<file path="src/rtl/fifo_sync_param_if.sv">
// Handshake/data bundle between a producer/consumer and fifo_sync_param.
// The producer/consumer side uses the master modport, the FIFO uses slave.
interface fifo_sync_param_if #(
  parameter int DATA_W = 8,
  parameter int DEPTH  = 64
);
  localparam int CW = $clog2(DEPTH) + 1;

  logic              wr_en;
  logic [DATA_W-1:0] buf_in;
  logic              rd_en;
  logic              err_clr;
  logic [DATA_W-1:0] buf_out;
  logic              buf_empty;
  logic              buf_full;
  logic              almost_empty;
  logic              almost_full;
  logic [CW-1:0]     fifo_counter;
  logic              overflow;
  logic              underflow;

  modport master (
    output wr_en, buf_in, rd_en, err_clr,
    input  buf_out, buf_empty, buf_full, almost_empty, almost_full,
           fifo_counter, overflow, underflow
  );

  modport slave (
    input  wr_en, buf_in, rd_en, err_clr,
    output buf_out, buf_empty, buf_full, almost_empty, almost_full,
           fifo_counter, overflow, underflow
  );
endinterface

</file>
<file path="src/rtl/fifo_sync_param.sv">
// Parametrised single-clock FIFO with programmable almost-full/almost-empty
// thresholds, optional first-word-fall-through output and sticky
// overflow/underflow flags. Every output comes straight from a register.
module fifo_sync_param #(
  parameter int DATA_W   = 8,
  parameter int DEPTH    = 64,
  parameter int AF_LEVEL = DEPTH - 4,
  parameter int AE_LEVEL = 4,
  parameter int FWFT     = 0
) (
  input  logic                clk,
  input  logic                rst,
  fifo_sync_param_if.slave    bus
);
  localparam int AW = $clog2(DEPTH);
  localparam int CW = AW + 1;

  // Storage is deliberately not reset so it can map onto block RAM.
  logic [DATA_W-1:0] mem [DEPTH];

  logic [AW-1:0]     wr_ptr_reg, wr_ptr_next;
  logic [AW-1:0]     rd_ptr_reg, rd_ptr_next;
  logic [CW-1:0]     count_reg, count_next;
  logic              empty_reg, full_reg;
  logic              ae_reg, af_reg;
  logic              ovf_reg, udf_reg;
  logic [DATA_W-1:0] out_reg;

  logic              wa;   // write accepted this cycle
  logic              ra;   // read accepted this cycle

  // Accept/reject decisions, next pointers and next occupancy.
  // A write at full is only legal when a read frees the slot in the same
  // cycle; a read at empty is never legal, even alongside a write.
  always_comb begin
    wa          = bus.wr_en & (~full_reg | bus.rd_en);
    ra          = bus.rd_en & ~empty_reg;
    wr_ptr_next = wa ? wr_ptr_reg + AW'(1) : wr_ptr_reg;
    rd_ptr_next = ra ? rd_ptr_reg + AW'(1) : rd_ptr_reg;
    case ({wa, ra})
      2'b10:   count_next = count_reg + CW'(1);
      2'b01:   count_next = count_reg - CW'(1);
      default: count_next = count_reg;
    endcase
  end

  // Pointers, occupancy and status flags. Flags are registered from the
  // next count so they always move on the same edge as fifo_counter.
  always_ff @(posedge clk) begin
    if (rst) begin
      wr_ptr_reg <= '0;
      rd_ptr_reg <= '0;
      count_reg  <= '0;
      empty_reg  <= 1'b1;
      full_reg   <= 1'b0;
      ae_reg     <= 1'b1;
      af_reg     <= 1'b0;
    end else begin
      wr_ptr_reg <= wr_ptr_next;
      rd_ptr_reg <= rd_ptr_next;
      count_reg  <= count_next;
      empty_reg  <= (count_next == '0);
      full_reg   <= (count_next == CW'(DEPTH));
      ae_reg     <= (count_next <= CW'(AE_LEVEL));
      af_reg     <= (count_next >= CW'(AF_LEVEL));
    end
  end

  // Sticky error flags; a new error in the clearing cycle wins over err_clr.
  always_ff @(posedge clk) begin
    if (rst) begin
      ovf_reg <= 1'b0;
      udf_reg <= 1'b0;
    end else begin
      ovf_reg <= (bus.wr_en & ~wa) | (ovf_reg & ~bus.err_clr);
      udf_reg <= (bus.rd_en & ~ra) | (udf_reg & ~bus.err_clr);
    end
  end

  // Storage write port; a write in a reset cycle is discarded.
  always_ff @(posedge clk) begin
    if (wa && !rst) begin
      mem[wr_ptr_reg] <= bus.buf_in;
    end
  end

  generate
    if (FWFT != 0) begin : g_fwft
      // The new head is the word being written this cycle when it lands
      // exactly at the next read address (FIFO empty, or one word that is
      // popped while another is pushed); the array has not got it yet.
      logic bypass;
      assign bypass = wa && (wr_ptr_reg == rd_ptr_next);

      // Keep buf_out showing the head word; hold the last word once empty.
      always_ff @(posedge clk) begin
        if (rst) begin
          out_reg <= '0;
        end else if (count_next != '0) begin
          out_reg <= bypass ? bus.buf_in : mem[rd_ptr_next];
        end
      end
    end else begin : g_std
      // Registered read: the popped word appears after the accepting edge.
      always_ff @(posedge clk) begin
        if (rst) begin
          out_reg <= '0;
        end else if (ra) begin
          out_reg <= mem[rd_ptr_reg];
        end
      end
    end
  endgenerate

  assign bus.buf_out      = out_reg;
  assign bus.buf_empty    = empty_reg;
  assign bus.buf_full     = full_reg;
  assign bus.almost_empty = ae_reg;
  assign bus.almost_full  = af_reg;
  assign bus.fifo_counter = count_reg;
  assign bus.overflow     = ovf_reg;
  assign bus.underflow    = udf_reg;
endmodule
</file>
<file path="src/flat_wrapper.sv">
// flat-port wrapper written by rule: the top's interface ports become plain ports
module fifo_sync_param_flat 
#(
  parameter int DATA_W   = 8,
  parameter int DEPTH    = 64,
  parameter int AF_LEVEL = DEPTH - 4,
  parameter int AE_LEVEL = 4,
  parameter int FWFT     = 0
)
  (clk, rst, bus_wr_en, bus_buf_in, bus_rd_en, bus_err_clr, bus_buf_out, bus_buf_empty, bus_buf_full, bus_almost_empty, bus_almost_full, bus_fifo_counter, bus_overflow, bus_underflow);
  fifo_sync_param_if #(.DATA_W(DATA_W), .DEPTH(DEPTH)) bus_i ();
  input  logic clk;
  input  logic rst;
  input wire logic [$bits(bus_i.wr_en)-1:0] bus_wr_en;
  input wire logic [$bits(bus_i.buf_in)-1:0] bus_buf_in;
  input wire logic [$bits(bus_i.rd_en)-1:0] bus_rd_en;
  input wire logic [$bits(bus_i.err_clr)-1:0] bus_err_clr;
  output wire logic [$bits(bus_i.buf_out)-1:0] bus_buf_out;
  output wire logic [$bits(bus_i.buf_empty)-1:0] bus_buf_empty;
  output wire logic [$bits(bus_i.buf_full)-1:0] bus_buf_full;
  output wire logic [$bits(bus_i.almost_empty)-1:0] bus_almost_empty;
  output wire logic [$bits(bus_i.almost_full)-1:0] bus_almost_full;
  output wire logic [$bits(bus_i.fifo_counter)-1:0] bus_fifo_counter;
  output wire logic [$bits(bus_i.overflow)-1:0] bus_overflow;
  output wire logic [$bits(bus_i.underflow)-1:0] bus_underflow;
  assign bus_i.wr_en = bus_wr_en;
  assign bus_i.buf_in = bus_buf_in;
  assign bus_i.rd_en = bus_rd_en;
  assign bus_i.err_clr = bus_err_clr;
  assign bus_buf_out = bus_i.buf_out;
  assign bus_buf_empty = bus_i.buf_empty;
  assign bus_buf_full = bus_i.buf_full;
  assign bus_almost_empty = bus_i.almost_empty;
  assign bus_almost_full = bus_i.almost_full;
  assign bus_fifo_counter = bus_i.fifo_counter;
  assign bus_overflow = bus_i.overflow;
  assign bus_underflow = bus_i.underflow;
  fifo_sync_param #(.DATA_W(DATA_W), .DEPTH(DEPTH), .AF_LEVEL(AF_LEVEL), .AE_LEVEL(AE_LEVEL), .FWFT(FWFT)) u_core (.clk(clk), .rst(rst), .bus(bus_i));
endmodule
</file>
<file path="config.mk">
export PLATFORM = sky130hd
export DESIGN_NAME = fifo_sync_param_flat
export DESIGN_NICKNAME = d
export VERILOG_FILES = /design/src/rtl/fifo_sync_param_if.sv /design/src/rtl/fifo_sync_param.sv /design/src/flat_wrapper.sv
export SDC_FILE = /design/constraint.sdc
export NUM_CORES = 1
export LEC_CHECK = 0
export ABC_CLOCK_PERIOD_IN_PS = 8150
export CAP_MARGIN = 20
export CORE_ASPECT_RATIO = 0.9
export CORE_MARGIN = 2
export CORE_UTILIZATION = 55
export DETAILED_ROUTE_END_ITERATION = 7
export PLACE_DENSITY_LB_ADDON = 0.15
export SYNTH_ARGS = -nofsm -noshare
export SYNTH_HDL_FRONTEND = slang
export SYNTH_SLANG_ARGS = --single-unit
</file>
<file path="constraint.sdc">
create_clock -name clk -period 8.15 [get_ports clk]
set_input_delay 2.0375 -clock clk [delete_from_list [all_inputs] [get_ports clk]]
set_output_delay 2.0375 -clock clk [all_outputs]
set_load 0.01 [all_outputs]
</file>
==> results of run 1 <==
## power by group through the flow
stage	clock network (mW)	registers (mW)	logic, mW
finish	2.50	3.15	0.641
floorplan	0	3.17	0.457
detailed placement	0	3.21	0.647
CTS	2.53	3.15	0.650
global route	2.65	3.15	0.690
global placement	0	3.21	0.641
## metrics by stage
stage	hold WS, ns	worst slack, ns	cells
finish	0.495	3.27	1685
global placement	0.482	2.79	1584
CTS	0.499	3.31	1685
detailed placement	0.485	2.74	1585
global route	0.533	3.02	1685
floorplan	0.499	3.33	1069
## tightest hold or removal path, delay by kind of cell, from the launching register on
kind / cells / cell delay, ns
flip-flops: 1 / 0.33
AND/OR/NAND/NOR: 1 / 0.07
AO/OA/AOI/OAI: 1 / 0.06
## kinds of logic after synthesis
logic type / count (synthesis) / share of synthesized area
flip-flops: 545 / 0.750
AND/OR/NAND/NOR: 174 / 0.0374
multiplexers: 170 / 0.163
adder cells (fa/ha/maj): 4 / 0.00234
XOR/XNOR: 16 / 0.00655
AO/OA/AOI/OAI: 90 / 0.0274
buffers and inverters: 70 / 0.0141
## cell usage in the layout, fill, tap and decap left out, types with 3 or more instances in the layout
cell type and instances:
buf_4 17, a21oi_1 28, clkbuf_1 13, o31ai_1 3
nor2b_1 17, nand4_1 4, inv_1 9, dfxtp_1 29
o221ai_1 6, clkinv_1 10, clkinv_2 10, nand3_1 11
mux2i_1 26, xnor2_1 8, xor2_1 8, edfxtp_1 512
a211oi_1 8, clkbuf_16 55, nand2_1 26, dfxtp_4 3
bufinv_16 7, nor2_1 87, a22oi_1 11, a31oi_1 6
o21ai_0 16, mux4_2 142, or4_1 3, nand2b_1 3
or3_1 5, clkdlybuf4s50_1 25, ha_1 4, buf_2 9
nor3_1 6
## per-layer routing
metal | part of all wire | wire, um | GRT usage
met5 | 0 | 0 | 0
met3 | 0.081 | 3680 | 0.0521
met1 | 0.44 | 20200 | 0.356
met2 | 0.45 | 20500 | 0.344
met4 | 0.027 | 1240 | 0.0788
## how the worst max path moves through the flow
| stage | slack, ns | endpoint |
|---|---|---|
| 2_1_floorplan | 3.33 | u_core.bus.almost_full |
| 3_3_place_gp | 2.79 | u_core.bus.almost_full |
| 3_5_place_dp | 2.74 | u_core.bus.almost_full |
| 4_1_cts | 3.31 | u_core.bus.almost_full |
| 5_1_grt | 3.02 | u_core.bus.almost_full |
| 6_report | 3.27 | u_core.bus.almost_full |
## cell type report
type                       count  area (um2)  area share
tap                          525         657      0.0274
sequential                   545       16000       0.669
clock inverter                30         322      0.0134
timing repair buffer          51         423      0.0176
inverter                      10        37.5     0.00156
clock buffer                  70        1450      0.0605
multi-input combinational    454        5060       0.211
==> flow_summary_export.csv, run 1 <==
group,metric,value,unit
status,status,"complete, no violations",
logic_synthesis,synth_top_area_frac,0.719,
clock_network,cts.path.max_buffers,3,
route,wl_per_cell,27.1,um
finish,drive_above_1_share,0.220,
place,io_buffer_count,33,
pwr,power.switching,1.41,mW
pwr,p_leak,7.28,nW
logic_synthesis,ys_warn_count,0,
logic_synthesis,synth_top_cells_by_count,"edfxtp_1 (512), mux4_2 (142), nor2_1 (87)",
logic_synthesis,ys_ff_latch,545,
hold_path,min_path_type,"flop to flop",
clock_network,clkTransAtPathRegs,0.06,ns
place,placed_cell_area,0.0222,mm2
finish,final_cell_area,0.0240,mm2
route,via_count,10400,
grt,overflow,0,
setup_path,path_cells,"clkdlybuf4s50_1 -> or2b_1 -> inv_1 -> ha_1 -> nand3b_1 -> nor4b_1 -> or4_1 -> o2111ai_1 -> or4_1 -> a21oi_1",
logic_synthesis,netlist_area,0.0214,mm2
sta,max_slew_margin,0.311,
pwr,power_density,262,mW/mm2
clock_network,cts_root_buffer,"clkbuf_16",
setup_path,r2r-start,"u_core.rd_ptr_reg[0]",
sta,post-route-min-period,4.88,ns
finish,fillers,2657,
logic_synthesis,syn_inst,1069,
clock_network,cts_tree,"done",
sta,clock.fmax,0.205,GHz
clock_network,clock-sinks,545,
sta,hold_viol,0,
route,vias_per_cell,6.16,
setup_path,slowest_delay,0.58,ns
pwr,comb_power_share,0.102,
finish,num-nets-final,1132,
route,drtAntennaViolNets,0,
die,die-area,0.0405,mm2
logic_synthesis,yosysUniqueCellTypes,51,
die,die_y,191,um
pwr,power.internal,4.87,mW
clock_network,cts_buffers,53,
clock_network,post_cts_buffers,0,
logic_synthesis,synth_edf_count,512,
finish,largest_reg_flops,512,
grt,antenna_found_initial,0,
pwr,clkPwrFrac,0.397,
clock_network,h-tree-depth,2,
setup_path,worstRegToRegCells,7,
setup_path,worstPathMaxFanout,20,
finish,final_util,0.625,
place,dp_hpwl,26700,um
setup_path,reg2reg_slack,4.41,ns
setup_path,cp.buffers_inverters,2,
setup_path,crit_family,"simple AND/OR/NAND/NOR gates",
sta,slew_viol_final,0,
grt,grt_max_degree,66,
finish,synthToLayoutAreaGrowth,12.2,%
setup_path,crit_slowest_cell,"or4_1",
logic_synthesis,ys_seq_area_frac,0.750,
logic_synthesis,async_flop_share,0,
logic_synthesis,syn_area_per_cell,20.0,um2
place,place.gp.congestion,0.852,
finish,top_register,"u_core.mem",
die,fp.coreArea,0.0384,mm2
clock_network,insertion_delay,0.60,ns
sta,setup_violations,0,
pwr,power,6.29,mW
grt,grt_pass1_vias,10500,
die,rows,68,
setup_path,critPathRequiredTime,8.67,ns
job,maxCapViolCount,0,
route,drtIter0Drc,1313,
setup_path,worst-path-stages,10,
pwr,seqPwrFrac,0.501,
die,die_width,212,um
pwr,switching_share,0.224,
hold_path,min_path_cells,2,
setup_path,crit_path_start_kind,"input port",
die,io-pin-count,34,
sta,grt_setup_unrepaired,"no",
sta,finalCritPeriodShare,0.599,
hold_path,worstHoldStart,"u_core.bus.overflow",
finish,n_antenna_cell,0,
logic_synthesis,synth_nets,1086,
setup_path,critPathLaunch,"bus_rd_en",
grt,track_usage,0.235,
hold_path,worstHoldEndpoint,"u_core.bus.overflow",
setup_path,arrival,5.40,ns
setup_path,regToRegEndpoint,"u_core.bus.buf_out[2]",
die,initial_utilization,0.558,
setup_path,critPathKind,"input port to flop",
logic_synthesis,synthFlopType,"edfxtp_1",
clock_network,holdBufCountCts,0,
logic_synthesis,synth_largest_area_cell,"edfxtp_1",
clock_network,postCtsResizedCells,0,
route,remaining_drc_errors,0,
logic_synthesis,synth_top_cells_by_area,"edfxtp_1 (72%), mux4_2 (15%), dfxtp_1 (3.1%)",
setup_path,worstSetupEndpointType,"flop",
sta,tns,0,ns
sta,skew,0.0289,ns
setup_path,crit_path_frequent_cell,"or4_1",
grt,grt_pass1_wl,68400,um
route,routed_wirelength,45600,um
pwr,vdd_drop_max,0.000199,V
route,dr.pass1.iters,5,
sta,tightest_slew,1.03,ns
logic_synthesis,synthMostInstantiatedCell,"edfxtp_1",
(Power assumes the default switching activity.)
==> inputs of run 2 (changes only) <==
ABC_CLOCK_PERIOD_IN_PS = 4300   (was 8150)
clock period = 4.3 ns   (was 8.15 ns; I/O delays follow)
==> run 2 against run 1 <==
Final area is 2.5% higher. First-iteration DRC count decreased by 10%. Register-to-register slack worse by 3.1 ns. Core utilization increased by 1.5 points. Via count rose by 2.5%. Critical path depth grew 1. Clock skew shrank 0.0090 ns. Die area unchanged. Setup slack worse by 2.5 ns.
==> flow_summary_export.csv, run 2 (same netlist as run 1, synthesis figures left out) <==
group,metric,value,unit
place,post-place-cells,1658,
setup_path,slowest_delay,0.57,ns
hold_path,min_path_type,"flop to flop",
grt,grt_pass1_vias,10600,
finish,fillers,2636,
clock_network,cts_tree,"done",
setup_path,crit_slowest_cell,"or4_1",
route,drtAntennaViolNets,0,
route,dr.pass1.iters,5,
die,io-pin-count,34,
grt,grt_pass1_wl,68100,um
route,remaining_drc_errors,0,
sta,tns,0,ns
clock_network,holdBufCountCts,0,
pwr,p_leak,7.68,nW
setup_path,regToRegEndpoint,"u_core.bus.buf_out[7]",
setup_path,worstRegToRegCells,7,
finish,multi_input_area,0.00506,mm2
pwr,vdd_drop_max,0.000436,V
grt,overflow,0,
grt,antenna_found_initial,0,
sta,setup_violations,0,
clock_network,h-tree-depth,2,
clock_network,cts_root_buffer,"clkbuf_16",
clock_network,cts_buffers,53,
grt,grt_max_degree,67,
setup_path,arrival,4.06,ns
sta,clock.fmax,0.281,GHz
setup_path,crit_family,"simple AND/OR/NAND/NOR gates",
finish,top_register,"u_core.mem",
die,fp.coreArea,0.0384,mm2
setup_path,worstPathMaxFanout,12,
setup_path,worst-path-stages,11,
sta,max_slew_margin,0.369,
setup_path,critPathKind,"input port to flop",
grt,track_usage,0.234,
sta,holdWs,0.500,ns
setup_path,reg2reg_slack,1.31,ns
route,drtIter0Drc,1180,
setup_path,critPathRequiredTime,4.80,ns
clock_network,clkTransAtPathRegs,0.06,ns
hold_path,worstHoldStart,"u_core.bus.overflow",
job,maxCapViolCount,0,
clock_network,clock-sinks,545,
setup_path,cp.buffers_inverters,2,
sta,grt_setup_unrepaired,"no",
sta,finalCritPeriodShare,0.826,
die,rows,68,
die,die_y,191,um
hold_path,min_path_cells,2,
finish,finalNonFillerCells,1758,
sta,post-route-min-period,3.55,ns
setup_path,r2r-start,"u_core.rd_ptr_reg[0]",
sta,slew_viol_final,0,
clock_network,cts.path.max_buffers,3,
status,status,"complete, no violations",
finish,n_antenna_cell,0,
setup_path,path_cells,"clkdlybuf4s50_1 -> nand2b_1 -> and2_1 -> inv_1 -> ha_1 -> a21oi_1 -> nor4b_1 -> or4_1 -> o2111ai_1 -> or4_1 -> a21oi_1",
finish,drive_above_1_share,0.266,
place,dp_hpwl,28200,um
clock_network,insertion_delay,0.58,ns
sta,skew,0.0199,ns
clock_network,postCtsResizedCells,0,
route,via_count,10600,
route,wl_per_cell,25.9,um
route,vias_per_cell,6.05,
finish,layout_commonest_cell,"edfxtp_1",
place,place.gp.congestion,0.873,
setup_path,worstSetupEndpointType,"flop",
clock_network,post_cts_buffers,0,
finish,synthToLayoutAreaGrowth,14.9,%
sta,hold_viol,0,
finish,largest_reg_flops,512,
place,io_buffer_count,33,
sta,tightest_slew,0.947,ns
hold_path,worstHoldEndpoint,"u_core.bus.overflow",
route,routed_wirelength,45600,um
die,die-area,0.0405,mm2
setup_path,crit_path_start_kind,"input port",
finish,register_area,0.0160,mm2
finish,final_cell_mix,"edfxtp_1 (512), mux4_2 (142), buf_4 (89)",
pwr,power_density,479,mW/mm2
die,initial_utilization,0.558,
finish,num-nets-final,1209,
die,die_width,212,um
==> run 2: power by group <==
group          total, mW  switching (mW)  internal (mW)
sequential          5.98           0.128           5.85
clock               4.56            1.87           2.69
combinational       1.24           0.607          0.634
total               11.8            2.60           9.18
==> run 2: area by class of cell <==
cell class              instances  share of cell area
clock inverters                30              0.0130
multi-input cells             454               0.206
well taps                     525              0.0267
repair buffers                128              0.0442
clock buffers                  66              0.0563
flip-flops and latches        545               0.653
inverters                      10             0.00153
==> run 2: metrics by stage <==
| step | power, mW | cell area [um2] | setup slack, ns | util |
|---|---|---|---|---|
| global route | 12.2 | 24600 | 0.507 | 0.641 |
| global placement | 7.32 | 22800 | 0.370 | 0.594 |
| finish | 11.8 | 24600 | 0.747 | 0.641 |
| detailed placement | 7.33 | 22800 | 0.246 | 0.594 |
| floorplan | 6.88 | 21400 | 0.444 | - |
| CTS | 11.9 | 24500 | 0.846 | 0.639 |
==> run 2: worst reg2reg max path, delay by kind of cell, from the launching register on <==
kind                   cells  cell delay [ns]
AOI/OAI and AO/OA          4             1.09
buffers and inverters      1             0.36
DFF                        1             0.76
muxes                      1             0.51
and+or+nand+nor            1             0.14
==> run 2: layer usage <==
layer / track usage / part of all wire
met1: 0.354 / 0.44
met3: 0.0539 / 0.076
met2: 0.350 / 0.46
met5: 0 / 0
met4: 0.0563 / 0.020
==> run 2: how the worst max path moves through the flow <==
stage                        endpoint  slack, ns      start
6_report       u_core.bus.almost_full       0.75  bus_rd_en
5_1_grt        u_core.bus.almost_full       0.51  bus_rd_en
4_1_cts        u_core.bus.almost_full       0.85  bus_rd_en
3_5_place_dp   u_core.bus.almost_full       0.25  bus_rd_en
3_3_place_gp   u_core.bus.almost_full       0.37  bus_rd_en
2_1_floorplan  u_core.bus.almost_full       0.44  bus_rd_en
==> inputs of run 3 (changes only) <==
ABC_CLOCK_PERIOD_IN_PS = 3400   (was 4300)
clock period = 3.4 ns   (was 4.3 ns; I/O delays follow)
==> run 3 against run 2 <==
Die area did not move. Sequential power up 25%. Highest routed layer unchanged. Register-to-register slack worse by 0.55 ns. Cell count grew 0.63%. Flip-flop and latch count unchanged. Final area hardly changed. Largest power group unchanged. Critical endpoint unchanged. Power rose by 25%.
==> flow_summary_export.csv, run 3 (same netlist as run 1, synthesis figures left out) <==
group,metric,value,unit
sta,max_slew_margin,0.541,
setup_path,worstSetupEndpointType,"flop",
sta,grt_setup_unrepaired,"no",
sta,slew_viol_final,0,
die,io-pin-count,34,
sta,post-route-min-period,3.05,ns
setup_path,critPathKind,"input port to flop",
clock_network,post_cts_buffers,0,
clock_network,holdBufCountCts,0,
place,post-place-cells,1677,
setup_path,crit_path_start_kind,"input port",
route,drtAntennaViolNets,0,
clock_network,insertion_delay,0.59,ns
die,fp.coreArea,0.0384,mm2
route,vias_per_cell,6.04,
pwr,vdd_drop_max,0.000465,V
grt,grt_pass1_wl,68800,um
clock_network,cts.path.max_buffers,3,
route,wl_per_cell,26.1,um
finish,fillers,2641,
route,via_count,10700,
finish,top_register,"u_core.mem",
clock_network,cts_tree,"done",
clock_network,cts_root_buffer,"clkbuf_16",
job,maxCapViolCount,0,
hold_path,worstHoldEndpoint,"u_core.bus.overflow",
finish,n_antenna_cell,0,
finish,num-nets-final,1222,
setup_path,path_cells,"clkdlybuf4s50_1 -> or3b_1 -> xnor2_1 -> ha_1 -> or4_1 -> mux2i_1 -> a211o_2 -> xnor2_1 -> or4_1 -> a21oi_1",
sta,setup_violations,0,
hold_path,min_path_type,"flop to flop",
sta,tightest_slew,0.688,ns
sta,holdWs,0.495,ns
place,placed_cell_area,0.0230,mm2
die,rows,68,
finish,register_area,0.0160,mm2
place,dp_hpwl,28700,um
grt,antenna_found_initial,0,
pwr,power_density,596,mW/mm2
sta,clock.fmax,0.328,GHz
clock_network,clkTransAtPathRegs,0.06,ns
finish,multi_input_area,0.00506,mm2
finish,finalNonFillerCells,1769,
setup_path,worstRegToRegCells,9,
setup_path,critPathRequiredTime,3.92,ns
setup_path,crit_slowest_cell,"clkdlybuf4s50_1",
route,dr.pass1.iters,8,
place,place.gp.congestion,0.852,
die,die_y,191,um
setup_path,r2r-start,"u_core.bus.buf_empty",
clock_network,postCtsResizedCells,0,
setup_path,regToRegEndpoint,"u_core.bus.almost_full",
grt,overflow,0,
finish,synthToLayoutAreaGrowth,15.0,%
hold_path,worstHoldStart,"u_core.bus.overflow",
finish,largest_reg_flops,512,
clock_network,h-tree-depth,2,
grt,grt_pass1_vias,10600,
finish,final_cell_area,0.0246,mm2
die,initial_utilization,0.558,
clock_network,cts_buffers,51,
place,io_buffer_count,33,
sta,finalCritPeriodShare,0.896,
hold_path,min_path_cells,2,
setup_path,worstPathMaxFanout,4,
setup_path,reg2reg_slack,0.76,ns
die,die-area,0.0405,mm2
pwr,p_leak,7.70,nW
clock_network,clock-sinks,545,
sta,skew,0.0167,ns
finish,final_cell_mix,"edfxtp_1 (512), mux4_2 (142), buf_4 (104)",
route,remaining_drc_errors,0,
setup_path,arrival,3.57,ns
finish,layout_commonest_cell,"edfxtp_1",
sta,hold_viol,0,
grt,track_usage,0.237,
setup_path,slowest_delay,0.51,ns
route,drtIter0Drc,1110,
route,routed_wirelength,46200,um
status,status,"complete, no violations",
die,die_width,212,um
grt,grt_max_degree,65,
finish,drive_above_1_share,0.273,
## run 3: worst max-delay path by stage
stage / start / end / cells after the start
after floorplan: bus_rd_en / u_core.bus.almost_full / 12
after global placement: bus_rd_en / u_core.bus.almost_full / 10
after detailed placement: bus_rd_en / u_core.bus.almost_full / 10
after CTS: bus_rd_en / u_core.bus.almost_full / 10
after global routing: bus_rd_en / u_core.bus.almost_full / 10
final: bus_rd_en / u_core.bus.almost_full / 10
## run 3: per-layer routing
metal	vias up	track usage	part of all wire
li1	4653	-	-
met1	5534	0.361	0.44
met2	445	0.362	0.47
met3	52	0.0442	0.078
met4	0	0.0569	0.017
met5	-	0	0
## run 3: per-stage QoR
step / util / worst slack, ns / TNS, ns / power [mW]
after floorplan: - / 0.0148 / 0 / 8.71
after global placement: 0.599 / -0.207 / -0.546 / 9.31
after detailed placement: 0.599 / -0.214 / -0.624 / 9.33
final: 0.641 / 0.355 / 0 / 14.7
after global routing: 0.641 / 0.234 / 0 / 15.2
after CTS: 0.641 / 0.387 / 0 / 14.8
## run 3: area by class of cell
type / count / share of cell area
Inverter: 10 / 0.00153
Clock inverter: 21 / 0.00681
Tap cell: 525 / 0.0267
Multi-Input combinational cell: 454 / 0.206
Sequential cell: 545 / 0.652
Timing Repair Buffer: 143 / 0.0484
Clock buffer: 71 / 0.0587
## run 3: power by group
part           total, mW  switching (mW)  internal, mW
combinational       1.67           0.830         0.835
clock               5.51            2.34          3.17
sequential          7.50           0.101          7.40
total               14.7            3.27          11.4
## run 3: critical path, delay by kind of cell
family	cells	cell delay, ns
AOI/OAI and AO/OA	2	0.29
xor gates and xnor gates	2	0.22
adders and majority gates	1	0.23
buffers and inverters	1	0.51
muxes	1	0.14
and+or+nand+nor	3	1.32
